**src/rtl/alu_pkg.sv**
```systemverilog
// Shared width and opcode encodings for the 40-bit registered ALU.
package alu_pkg;

   localparam int WIDTH = 40;

   localparam logic [4:0] OP_ZERO  = 5'b00000;
   localparam logic [4:0] OP_PASSA = 5'b00001;
   localparam logic [4:0] OP_PASSB = 5'b00010;
   localparam logic [4:0] OP_INC   = 5'b00011;
   localparam logic [4:0] OP_DEC   = 5'b00100;
   localparam logic [4:0] OP_ADD   = 5'b00101;
   localparam logic [4:0] OP_SUB   = 5'b00110;
   localparam logic [4:0] OP_MUL   = 5'b00111;
   localparam logic [4:0] OP_AND   = 5'b01000;
   localparam logic [4:0] OP_OR    = 5'b01001;
   localparam logic [4:0] OP_XOR   = 5'b01010;
   localparam logic [4:0] OP_NAND  = 5'b01011;
   localparam logic [4:0] OP_NOR   = 5'b01100;
   localparam logic [4:0] OP_XNOR  = 5'b01101;
   localparam logic [4:0] OP_NOT   = 5'b01110;
   localparam logic [4:0] OP_NEG   = 5'b01111;
   localparam logic [4:0] OP_SHL   = 5'b10000;
   localparam logic [4:0] OP_SHR   = 5'b10001;
   localparam logic [4:0] OP_SRA   = 5'b10010;
   localparam logic [4:0] OP_ROL   = 5'b10011;
   localparam logic [4:0] OP_ROR   = 5'b10100;
   localparam logic [4:0] OP_EQ    = 5'b10101;
   localparam logic [4:0] OP_LTU   = 5'b10110;
   localparam logic [4:0] OP_LTS   = 5'b10111;
   localparam logic [4:0] OP_MAXU  = 5'b11000;
   localparam logic [4:0] OP_MINU  = 5'b11001;

endpackage

```
**src/rtl/alu_shifter.sv**
```systemverilog
// Combinational shift/rotate unit: SHL/SHR/SRA on b[5:0], ROL/ROR on b mod WIDTH.
module alu_shifter
   import alu_pkg::*;
(
   input  logic [WIDTH-1:0] a,
   input  logic [WIDTH-1:0] b,
   input  logic [4:0]       op,
   output logic [WIDTH-1:0] y
);

   localparam logic [WIDTH-1:0] WIDTH_V = WIDTH;

   logic [5:0]       amt;
   logic [WIDTH-1:0] rem;

   assign amt = b[5:0];
   assign rem = b % WIDTH_V;

   // rem==0 leaves the complementary term shifted by a full WIDTH, i.e. zero
   always_comb begin
      y = '0;
      case (op)
         OP_SHL: y = a << amt;
         OP_SHR: y = a >> amt;
         OP_SRA: y = $signed(a) >>> amt;
         OP_ROL: y = (a << rem) | (a >> (WIDTH_V - rem));
         OP_ROR: y = (a >> rem) | (a << (WIDTH_V - rem));
         default: y = '0;
      endcase
   end

endmodule

```
**src/rtl/alu.sv**
```systemverilog
// 40-bit ALU: combinational opcode decode into next_out, registered every clock.
module alu
   import alu_pkg::*;
(
   input  logic             clk,
   input  logic             rst_n,
   input  logic [WIDTH-1:0] a,
   input  logic [WIDTH-1:0] b,
   input  logic [4:0]       s,
   output logic [WIDTH-1:0] out
);

   logic [WIDTH-1:0] next_out;
   logic [WIDTH-1:0] shift_y;

   alu_shifter u_shifter (
      .a  (a),
      .b  (b),
      .op (s),
      .y  (shift_y)
   );

   always_comb begin
      next_out = '0;
      case (s)
         OP_ZERO:  next_out = '0;
         OP_PASSA: next_out = a;
         OP_PASSB: next_out = b;
         OP_INC:   next_out = a + 1'b1;
         OP_DEC:   next_out = a - 1'b1;
         OP_ADD:   next_out = a + b;
         OP_SUB:   next_out = a - b;
         OP_MUL:   next_out = a * b;
         OP_AND:   next_out = a & b;
         OP_OR:    next_out = a | b;
         OP_XOR:   next_out = a ^ b;
         OP_NAND:  next_out = ~(a & b);
         OP_NOR:   next_out = ~(a | b);
         OP_XNOR:  next_out = ~(a ^ b);
         OP_NOT:   next_out = ~a;
         OP_NEG:   next_out = '0 - a;
         OP_SHL, OP_SHR, OP_SRA, OP_ROL, OP_ROR:
                   next_out = shift_y;
         OP_EQ:    next_out = {{(WIDTH-1){1'b0}}, a == b};
         OP_LTU:   next_out = {{(WIDTH-1){1'b0}}, a < b};
         OP_LTS:   next_out = {{(WIDTH-1){1'b0}}, $signed(a) < $signed(b)};
         OP_MAXU:  next_out = (a > b) ? a : b;
         OP_MINU:  next_out = (a < b) ? a : b;
         default:  next_out = '0;
      endcase
   end

   always_ff @(posedge clk or negedge rst_n) begin
      if (!rst_n) out <= '0;
      else        out <= next_out;
   end

endmodule

```
**config.mk**
```make
export PLATFORM = sky130hd
export DESIGN_NAME = alu
export DESIGN_NICKNAME = d
export VERILOG_FILES = /design/src/rtl/alu_pkg.sv /design/src/rtl/alu_shifter.sv /design/src/rtl/alu.sv
export SDC_FILE = /design/constraint.sdc
export NUM_CORES = 2
export LEC_CHECK = 0
export ABC_AREA = 1
export CAP_MARGIN = 20
export CELL_PAD_IN_SITES_DETAIL_PLACEMENT = 1
export CELL_PAD_IN_SITES_GLOBAL_PLACEMENT = 1
export CORE_MARGIN = 4
export CORE_UTILIZATION = 25
export DETAILED_ROUTE_END_ITERATION = 12
export HOLD_SLACK_MARGIN = 0.02
export PLACE_DENSITY = 0.59
export SKIP_CTS_REPAIR_TIMING = 1
export SLEW_MARGIN = 20
export SYNTH_ARGS = -nofsm -noshare
export SYNTH_HDL_FRONTEND = slang
export SYNTH_SLANG_ARGS = --single-unit
export TNS_END_PERCENT = 10
```
**constraint.sdc**
```tcl
create_clock -name clk -period 1.3 [get_ports clk]
set_clock_uncertainty 0.1 [all_clocks]
set_input_delay 0.26 -clock clk [delete_from_list [all_inputs] [get_ports clk]]
set_output_delay 0.26 -clock clk [all_outputs]
set_load 0.005 [all_outputs]
```
==> metrics.yaml <==
sta:
  fmax_ghz: 0.07030
  slew_headroom: 0.2493
  finalHoldViolations: 0
  rsz0062_at_grt: "yes"
  setup_violations: 43
  fin_ws_ns: -12.93
  min_period_ns: 14.23
  period_share: 10.94
  fin_setup_tns_ns: -512.03
  maxSlewViolCount: 0
  tightest_slew_ns: 1.098
worst_setup_path:
  cp-start-kind: "input pin"
  worst_path_max_delay_cell: "a21oi_1"
  path_buf_inv: 35
  max_stage_delay_ns: 0.24
  path_delay_family: "simple AND/OR/NAND/NOR gates"
  path_max_fanout: 9
  crit_path_end_kind: "flip-flop"
  path_class: "in2reg"
  cpMostUsedCell: "nand2_4"
  worstPathArrival_ns: 14.25
  cp_data_required_time_ns: 1.33
final_layout:
  reg_top3: "out: 40 flops"
  layout-drive-gt1-share: 0.2735
  top_register: "out"
  areaGrowthSynthToFinish_pct: 39.53
  largest_reg_flops: 40
  finalNonFillerCells: 12000
  nets: 10430
global_route:
  grt_use_met2: 0.4571
  met1_usage: 0.4279
  top_usage_layer: "met2"
  grt_start_max_net_pins: 86
  grt_overflow: 0
  antenna_found_initial: 38
  grt_pass1_wl_um: 454100
  grt_use_total: 0.3019
  use_met3: 0.05090
  grt_pass1_vias: 63900
clock_network:
  cts_tree: "yes"
  cts.sinks: 40
  cts_buffer_depth: 2
  numCtsBuffers: 5
  clk_pin_slew_ns: 0.08
  cts_root_buf: "clkbuf_16"
  cts.htree.levels: 2
place:
  hpwl_um: 274200
  gp_congestion: 1.036
  post-place-ws_ns: -13.62
  dpl.cell_count: 11940
  io_buffers: 126
logic_synthesis:
  syn_area_um2: 49530
  synth_common_cells: "2190 x nand2_1, 1455 x inv_1, 673 x fa_1"
  syn_inst: 7741
  synth_xor_area_frac: 0.01609
  yosysWarnings: 0
  synth_top_family_by_area: "adder cells"
  async_reset_ff_frac: 1.000
  yosys-top-cells-area: "fa_1 27%, nand2_1 17%, inv_1 11%"
  ys.flop_type: "dfrtp_1"
  synth_cell_types: 69
  yosysMostFrequentCell: "nand2_1"
  synth_compound_area_frac: 0.1475
  synth_fp_nets: 8827
  synth_top_cell_by_area: "fa_1"
  ys_seq_elements: 40
  ys_seq_area_frac: 0.02021
  synthAdderAreaFrac: 0.3544
  syn_area_per_cell_um2: 6.398
  synth_simple_gate_area_frac: 0.2882
  synth_mux_area_frac: 0.004850
  synth-edff-count: 0
  yosysTopAreaCellShare: 0.2720
drt:
  drt_iter0_markers: 5804
  dr.pass1.iters: 6
  wl_per_cell_um: 26.64
  vias_per_cell: 5.109
  routed_wirelength_um: 319600
  antenna_left: 0
  vias: 61300
  drc: 0
flow_run:
  cap_violations: 0
floorplanning:
  initial_core_util: 0.2511
  core-area_um2: 197200
  dieWidth_um: 453.1
  placementRows: 163
  die_area_um2: 205300
  dieHeight_um: 453.1
  io_pins: 127
worst_hold_path:
  min_path_type: "in2async"
run_status:
  run_status: "finished with violations"
  violations: "negative setup slack"
==> logic make-up (layout without fill, tap and decap cells) <==
kind of cell	count (synthesis)	after routing
buffers and inverters	1969	3572
xor gates and xnor gates	91	91
other	0	12
AOI/OAI and AO/OA	1246	1246
DFF	40	40
adders and majority gates	999	999
and+or+nand+nor	3372	3373
muxes	24	24
==> final timing paths <==
path,from,endpoint,slack [ns],depth (start not counted)
setup / recovery,b[37],out[16],-12.93,159
hold / removal,rst_n,out[17],0.26,2
max in group asynchronous,rst_n,out[22],0.25,3
min in group clk,b[37],out[37],0.66,8
==> cells in the final DEF (no fill, tap or decap), types with 36 or more instances in the layout <==
cell type        instances
nand2_1               2047
buf_4                 1792
inv_1                 1435
fa_1                   673
o21ai_0                511
nand3_1                396
nor2_1                 371
ha_1                   325
a21oi_1                274
nand2_2                167
nand2_4                107
buf_12                  94
nand3_2                 82
o22ai_1                 77
inv_2                   59
a221oi_1                55
o21ai_1                 48
clkdlybuf4s50_1         47
xor2_1                  45
xnor2_1                 45
o211ai_1                43
nor3_1                  43
or2_2                   38
nand4_1                 36
==> area by class of cell <==
class                      instances  area (µm²)
antenna                           12       30.03
clock inverter                     3       47.55
sequential                        40        1007
inverter                        1525        5772
tap                             2640        3303
fill                           25200      128100
clock buffer                       5       125.1
timing repair buffer            2039       16820
multi-input combinational       5733       42000
==> per-stage QoR <==
stage | util | hold WS [ns] | area [µm²]
floorplan | - | -0.1356 | 49680
CTS | 0.3391 | -0.2731 | 66880
finish | 0.3504 | 0.2650 | 69110
global placement | 0.3382 | 0.06814 | 66710
global route | 0.3503 | 0.2746 | 69080
detailed placement | 0.3382 | 0.07279 | 66710
==> per-layer routing <==
layer / vias to the layer above / wire length (µm)
li1: 27290 / -
met1: 31220 / 143200
met2: 2331 / 135500
met3: 443 / 25990
met4: 14 / 14820
met5: - / 99
Power is left out: the tool's default activity adds up to more than one toggle a clock period on the data nets, which glitch-free logic cannot reach.
